[config.mk]
export PLATFORM = sky130hd
export DESIGN_NAME = alu_ctrl_stage
export DESIGN_NICKNAME = d
export VERILOG_FILES = /design/src/rtl/alu_defs_pkg.sv /design/src/rtl/alu_op_decode.sv /design/src/rtl/alu_ctrl_stage.sv
export SDC_FILE = /design/constraint.sdc
export NUM_CORES = 1
export LEC_CHECK = 0
export CAP_MARGIN = 40
export CORE_ASPECT_RATIO = 1.1
export CORE_UTILIZATION = 41
export DETAILED_ROUTE_END_ITERATION = 8
export PLACE_DENSITY = 0.8
export SYNTH_ARGS = -nofsm -noshare
export SYNTH_HDL_FRONTEND = slang
export SYNTH_SLANG_ARGS = --single-unit
[constraint.sdc]
create_clock -name clk -period 1.32 [get_ports clk]
set_input_delay 0.132 -clock clk [delete_from_list [all_inputs] [get_ports clk]]
set_output_delay 0.132 -clock clk [all_outputs]
set_load 0.1 [all_outputs]
[src/rtl/alu_defs_pkg.sv]
// Shared ALU definitions: operation codes, instruction field encodings and
// the execute-stage control payload. Used by the decode stage and the ALU.
package alu_defs_pkg;

  localparam int unsigned XLEN    = 32;
  localparam int unsigned ALUOP_W = 4;
  localparam int unsigned OPC_W   = 6;
  localparam int unsigned FUNCT_W = 6;
  localparam int unsigned SHAMT_W = 5;
  localparam int unsigned IMM_W   = 16;

  // ALU operation codes; 2 and D-F are reserved and never produced.
  typedef enum logic [ALUOP_W-1:0] {
    ALU_ADD = 4'h0,
    ALU_SUB = 4'h1,
    ALU_AND = 4'h3,
    ALU_OR  = 4'h4,
    ALU_XOR = 4'h5,
    ALU_NOR = 4'h6,
    ALU_ULT = 4'h7,
    ALU_SLT = 4'h8,
    ALU_SLL = 4'h9,
    ALU_SRL = 4'hA,
    ALU_SRA = 4'hB,
    ALU_GTZ = 4'hC
  } alu_op_e;

  // Primary opcodes (instruction bits [31:26])
  localparam logic [OPC_W-1:0] OP_RTYPE = 6'h00;
  localparam logic [OPC_W-1:0] OP_BEQ   = 6'h04;
  localparam logic [OPC_W-1:0] OP_BNE   = 6'h05;
  localparam logic [OPC_W-1:0] OP_BGTZ  = 6'h07;
  localparam logic [OPC_W-1:0] OP_ADDI  = 6'h08;
  localparam logic [OPC_W-1:0] OP_ADDIU = 6'h09;
  localparam logic [OPC_W-1:0] OP_SLTI  = 6'h0A;
  localparam logic [OPC_W-1:0] OP_SLTIU = 6'h0B;
  localparam logic [OPC_W-1:0] OP_ANDI  = 6'h0C;
  localparam logic [OPC_W-1:0] OP_ORI   = 6'h0D;
  localparam logic [OPC_W-1:0] OP_XORI  = 6'h0E;
  localparam logic [OPC_W-1:0] OP_LUI   = 6'h0F;
  localparam logic [OPC_W-1:0] OP_LW    = 6'h23;
  localparam logic [OPC_W-1:0] OP_SW    = 6'h2B;

  // R-type function codes (instruction bits [5:0])
  localparam logic [FUNCT_W-1:0] F_SLL  = 6'h00;
  localparam logic [FUNCT_W-1:0] F_SRL  = 6'h02;
  localparam logic [FUNCT_W-1:0] F_SRA  = 6'h03;
  localparam logic [FUNCT_W-1:0] F_SLLV = 6'h04;
  localparam logic [FUNCT_W-1:0] F_SRLV = 6'h06;
  localparam logic [FUNCT_W-1:0] F_SRAV = 6'h07;
  localparam logic [FUNCT_W-1:0] F_JR   = 6'h08;
  localparam logic [FUNCT_W-1:0] F_JALR = 6'h09;
  localparam logic [FUNCT_W-1:0] F_ADD  = 6'h20;
  localparam logic [FUNCT_W-1:0] F_ADDU = 6'h21;
  localparam logic [FUNCT_W-1:0] F_SUB  = 6'h22;
  localparam logic [FUNCT_W-1:0] F_SUBU = 6'h23;
  localparam logic [FUNCT_W-1:0] F_AND  = 6'h24;
  localparam logic [FUNCT_W-1:0] F_OR   = 6'h25;
  localparam logic [FUNCT_W-1:0] F_XOR  = 6'h26;
  localparam logic [FUNCT_W-1:0] F_NOR  = 6'h27;
  localparam logic [FUNCT_W-1:0] F_SLT  = 6'h2A;
  localparam logic [FUNCT_W-1:0] F_SLTU = 6'h2B;

  // Execute-stage ALU control payload
  typedef struct packed {
    logic            valid;
    alu_op_e         aluop;
    logic [XLEN-1:0] in1;
    logic [XLEN-1:0] in2;
    logic            illegal;
  } alu_ctrl_t;

  localparam alu_ctrl_t ALU_CTRL_BUBBLE = '{
    valid:   1'b0,
    aluop:   ALU_ADD,
    in1:     '0,
    in2:     '0,
    illegal: 1'b0
  };

endpackage

[src/rtl/alu_op_decode.sv]
// Combinational ALU decode: maps instruction fields and register operands to
// an ALU operation and its two operands, flagging unsupported encodings.
//   OpCode/Funct/Shamt/Imm16 : instruction fields
//   RsData/RtData            : register-file read values
//   ALUOp/In1/In2            : ALU operation and operands
//   illegal                  : encoding not supported (outputs forced to Add 0,0)
module alu_op_decode
  import alu_defs_pkg::*;
(
  input  logic [OPC_W-1:0]   OpCode,
  input  logic [FUNCT_W-1:0] Funct,
  input  logic [SHAMT_W-1:0] Shamt,
  input  logic [XLEN-1:0]    RsData,
  input  logic [XLEN-1:0]    RtData,
  input  logic [IMM_W-1:0]   Imm16,
  output alu_op_e            ALUOp,
  output logic [XLEN-1:0]    In1,
  output logic [XLEN-1:0]    In2,
  output logic               illegal
);

  logic [XLEN-1:0] imm_sext;
  logic [XLEN-1:0] imm_zext;

  assign imm_sext = {{(XLEN-IMM_W){Imm16[IMM_W-1]}}, Imm16};
  assign imm_zext = XLEN'(Imm16);

  // Opcode/funct decode; illegal encodings collapse to Add with zero operands
  always_comb begin
    ALUOp   = ALU_ADD;
    In1     = '0;
    In2     = '0;
    illegal = 1'b0;
    case (OpCode)
      OP_RTYPE: begin
        In1 = RsData;
        In2 = RtData;
        case (Funct)
          F_ADD, F_ADDU, F_JR, F_JALR: ALUOp = ALU_ADD;
          F_SUB, F_SUBU:               ALUOp = ALU_SUB;
          F_AND:                       ALUOp = ALU_AND;
          F_OR:                        ALUOp = ALU_OR;
          F_XOR:                       ALUOp = ALU_XOR;
          F_NOR:                       ALUOp = ALU_NOR;
          F_SLT:                       ALUOp = ALU_SLT;
          F_SLTU:                      ALUOp = ALU_ULT;
          F_SLL: begin ALUOp = ALU_SLL; In1 = XLEN'(Shamt); end
          F_SRL: begin ALUOp = ALU_SRL; In1 = XLEN'(Shamt); end
          F_SRA: begin ALUOp = ALU_SRA; In1 = XLEN'(Shamt); end
          // variable shifts take the amount from the low bits of rs
          F_SLLV: begin ALUOp = ALU_SLL; In1 = XLEN'(RsData[SHAMT_W-1:0]); end
          F_SRLV: begin ALUOp = ALU_SRL; In1 = XLEN'(RsData[SHAMT_W-1:0]); end
          F_SRAV: begin ALUOp = ALU_SRA; In1 = XLEN'(RsData[SHAMT_W-1:0]); end
          default: illegal = 1'b1;
        endcase
      end
      OP_ADDI, OP_ADDIU, OP_LW, OP_SW: begin ALUOp = ALU_ADD; In1 = RsData; In2 = imm_sext; end
      OP_SLTI:  begin ALUOp = ALU_SLT; In1 = RsData; In2 = imm_sext; end
      OP_SLTIU: begin ALUOp = ALU_ULT; In1 = RsData; In2 = imm_sext; end
      OP_ANDI:  begin ALUOp = ALU_AND; In1 = RsData; In2 = imm_zext; end
      OP_ORI:   begin ALUOp = ALU_OR;  In1 = RsData; In2 = imm_zext; end
      OP_XORI:  begin ALUOp = ALU_XOR; In1 = RsData; In2 = imm_zext; end
      // lui is a left shift of the immediate by 16
      OP_LUI:   begin ALUOp = ALU_SLL; In1 = XLEN'(IMM_W); In2 = imm_zext; end
      OP_BEQ, OP_BNE: begin ALUOp = ALU_SUB; In1 = RsData; In2 = RtData; end
      OP_BGTZ:  begin ALUOp = ALU_GTZ; In1 = RsData; In2 = '0; end
      default:  illegal = 1'b1;
    endcase
    if (illegal) begin
      ALUOp = ALU_ADD;
      In1   = '0;
      In2   = '0;
    end
  end

endmodule

[src/rtl/alu_ctrl_stage.sv]
// Decode-to-execute pipeline register for ALU controls. Decodes the current
// instruction and registers the result with one cycle of latency.
//   clk, reset (async, active-low)
//   valid_in, OpCode, Funct, Shamt, RsData, RtData, Imm16 : decode-stage inputs
//   stall : hold registered outputs; flush : insert bubble (wins over stall)
//   valid_out, ALUOp, In1, In2, illegal : registered execute-stage controls
module alu_ctrl_stage
  import alu_defs_pkg::*;
(
  input  logic                 clk,
  input  logic                 reset,
  input  logic                 valid_in,
  input  logic [OPC_W-1:0]     OpCode,
  input  logic [FUNCT_W-1:0]   Funct,
  input  logic [SHAMT_W-1:0]   Shamt,
  input  logic [XLEN-1:0]      RsData,
  input  logic [XLEN-1:0]      RtData,
  input  logic [IMM_W-1:0]     Imm16,
  input  logic                 stall,
  input  logic                 flush,
  output logic                 valid_out,
  output logic [ALUOP_W-1:0]   ALUOp,
  output logic [XLEN-1:0]      In1,
  output logic [XLEN-1:0]      In2,
  output logic                 illegal
);

  alu_op_e         dec_op;
  logic [XLEN-1:0] dec_in1;
  logic [XLEN-1:0] dec_in2;
  logic            dec_illegal;
  alu_ctrl_t       ctrl_q;
  alu_ctrl_t       ctrl_d;

  alu_op_decode u_decode (
    .OpCode  (OpCode),
    .Funct   (Funct),
    .Shamt   (Shamt),
    .RsData  (RsData),
    .RtData  (RtData),
    .Imm16   (Imm16),
    .ALUOp   (dec_op),
    .In1     (dec_in1),
    .In2     (dec_in2),
    .illegal (dec_illegal)
  );

  // Next-state select: flush > stall > new instruction > bubble
  always_comb begin
    ctrl_d = ctrl_q;
    if (flush) begin
      ctrl_d = ALU_CTRL_BUBBLE;
    end else if (stall) begin
      ctrl_d = ctrl_q;
    end else if (valid_in) begin
      ctrl_d = '{valid: 1'b1, aluop: dec_op, in1: dec_in1, in2: dec_in2,
                 illegal: dec_illegal};
    end else begin
      ctrl_d = ALU_CTRL_BUBBLE;
    end
  end

  // Stage register; reset discards any held (stalled) instruction
  always_ff @(posedge clk or negedge reset) begin
    if (!reset) begin
      ctrl_q <= ALU_CTRL_BUBBLE;
    end else begin
      ctrl_q <= ctrl_d;
    end
  end

  assign valid_out = ctrl_q.valid;
  assign ALUOp     = ctrl_q.aluop;
  assign In1       = ctrl_q.in1;
  assign In2       = ctrl_q.in2;
  assign illegal   = ctrl_q.illegal;

endmodule

==> run summary <==
Status -> finished, violations left
Failing checks -> negative setup slack
Syn_area_per_cell -> 10.3 um^2
P&R area growth vs syn -> 88.4%
Gr busiest metal -> met2
Routed wire per std cell -> 18.5 um
Yosys reg bits -> 70
Die area -> 8970 um^2
Total global-route track usage -> 0.281
Yosys top cell area share -> 0.497
Maximum fanout along the worst path -> 11
Largest net degree at the start of global routing -> 71
Pwr dens -> 771 nW/um^2
GRT met3 Usage -> 0.0573
Die width -> 90.4 um
Placed cells -> 640
Fin worst setup slack -> -0.151 ns
Ys async rst share -> 1.00
Total leakage power -> 2.83 nW
Worst slew pin tran -> 0.368 ns
Fin. Hold Viols -> 0
Drt drc -> 0
CTS HTree Levels -> 3
Max IR drop VDD -> 0.000566 V
Vias per inst -> 5.42
Initial Util -> 0.421
Clock buffer count from CTS -> 9
Hold Path Class -> in -> reg
Critical Path RT -> 1.55 ns
I/O pin count -> 172
Worst Skew -> 0 ns
Initial DRC count -> 192
Crit. End Element -> register
Non-Filler Instances -> 664
Worst hold slack -> 0.220 ns
Final Cycle Share -> 1.11
Antenna violations before repair -> 2
Maximum clock insertion buffer count -> 2
Final layout net count -> 649
Max Slew Vio Count -> 0
First-pass GRT wire length -> 19.5 mm
Worst setup SP type -> input pin
Worst-path clk slew -> 0.08 ns
Worst Path Arrival -> 1.70 ns
Most used DFF post-synth -> dfrtp_1
TritonCTS clock tree -> yes
Mapped Nets -> 443
Worst-Skew Late Latency -> 0.34 ns
Setup CP Type -> in -> reg
Placer congestion estimate -> 0.811
Synth area leaders -> dfrtp_1 50%, o21ai_2 7.2%, a22o_1 6.7%
Post-synth EDFFs -> 0
Fmax achieved -> 0.680 GHz
Sequential element share of the synthesized area -> 0.497
Final setup fails -> 68
Met1 GRT Util -> 0.312
Vias -> 3,599
Distinct cell type count after synthesis -> 50
TritonCTS Sinks -> 70
Final setup TNS -> -6.68 ns
Total detailed-routing wirelength -> 12.3 mm
Die height -> 99.2 um
Cells after synthesis -> 341
Number of global-route vias before repair -> 3,708
Routed Antenna Nets -> 0
Relative slew slack -> 0.753
CTS root buf -> clkbuf_8
Detail Placement HPWL -> 8.57 mm
PortBufs -> 171
Core area -> 8360 um^2
Router iterations before antenna repair -> 4
Post-synth top area cell -> dfrtp_1
Layout cell share with drive strength beyond 1 -> 0.359
FP Rows -> 35
RSZ-0062 raised after global routing -> yes
Syn. warnings -> 0
Max cap viols -> 0
Post-Syn Area -> 3520 um^2
M2 GR Usage -> 0.524
Most frequent cells after synthesis -> 70 x dfrtp_1, 51 x nand2_1, 29 x o21ai_2, 27 x a22o_1, 21 x a21oi_1
Count leader, synth -> dfrtp_1
Total grt overflow -> 0
Final period demand of the worst path -> 1.47 ns
-- cell families (layout without fill, tap and decap cells) --
family | after synthesis | after routing | synth area share
flops | 70 | 70 | 0.497
xor+xnor | 1 | 1 | 0.00249
simple gates | 98 | 98 | 0.143
buf+inv | 34 | 244 | 0.0611
compound gates | 138 | 138 | 0.296
other cells | 0 | 2 | 0
-- metrics by stage --
step | utilization | cell area [um^2] | worst slack [ns] | total power, W
after floorplan | - | 3530 | -0.449 | 0.00252
after global routing | 0.794 | 6640 | -0.199 | 0.00529
after CTS | 0.802 | 6710 | -0.234 | 0.00514
after global placement | 0.752 | 6290 | -0.839 | 0.00304
after detailed placement | 0.752 | 6290 | -0.942 | 0.00306
final | 0.794 | 6640 | -0.151 | 0.00512
-- area by class of cell --
cell class              count  area [um^2]
diodes                      2         5.00
inverters                   7         26.3
clock inverters             6          111
repair buffers            222         2860
multi-input cells         237         1630
flip-flops and latches     70         1750
clock buffers               9          124
well taps                 111          139
fillers                   495         1720
-- state kept, by name, indices dropped and copies added (netlist names) --
signal	flops
In2	32
valid_out	1
ALUOp	4
In1	32
illegal	1
-- power breakdown --
part	internal (W)	switching, W	total [W]
clock network	0.00124	0.000830	0.00207
logic	0.000463	0.000417	0.000880
registers	0.00215	0.0000125	0.00217
-- final timing paths --
check | from | slack (ns) | cells past startpoint | to
worst max-delay path | OpCode[5] | -0.15 | 7 | In2[10]$_DFFE_PN0P_
worst min-delay path | Funct[5] | 0.22 | 4 | ALUOp[2]$_DFFE_PN0P_
worst max register to register | In1[4]$_DFFE_PN0P_ | 0.26 | 4 | In1[4]$_DFFE_PN0P_
worst min register to register | illegal$_DFFE_PN0P_ | 0.54 | 2 | illegal$_DFFE_PN0P_
max in group asynchronous | reset | 0.69 | 3 | In1[29]$_DFFE_PN0P_
min in group asynchronous | reset | 0.33 | 3 | In2[10]$_DFFE_PN0P_
-- layer usage --
metal  part of all wire  vias to the layer above
li1                   -                     1648
met1               0.37                     1788
met2               0.55                      135
met3              0.048                       28
met4              0.032                        0
met5                  0                        -
-- placed cells by master, fill, tap and decap left out, types with 7 or more instances in the layout --
master            n
clkdlybuf4s50_1  85
buf_12           76
dfrtp_1          70
nand2_1          51
buf_4            39
o21ai_2          29
a22o_1           27
a21oi_1          19
a22oi_1          16
o21ai_0          11
clkbuf_8          9
o21ai_1           8
inv_1             7
nor2_1            7
buf_6             7
-- repair_timing --
| action | in CTS | in global routing |
|---|---|---|
| hold endpoints to repair | 70 | 0 |
| pin swaps | 10 | 12 |
| setup buffers | 8 | 1 |
| endpoints found under the setup margin | 69 | 69 |
| cloned | 3 | 0 |
| hold buffers | 1 | 0 |
| resized for setup | 47 | 16 |
-- worst max-delay path, stage by stage --
cell and delay, ns:
buf_2 0.13, or4_4 0.48, or2_4 0.26, nor3b_4 0.20, or2_4 0.20, buf_6 0.17, o21ai_0 0.11
(Power assumes the default switching activity.)
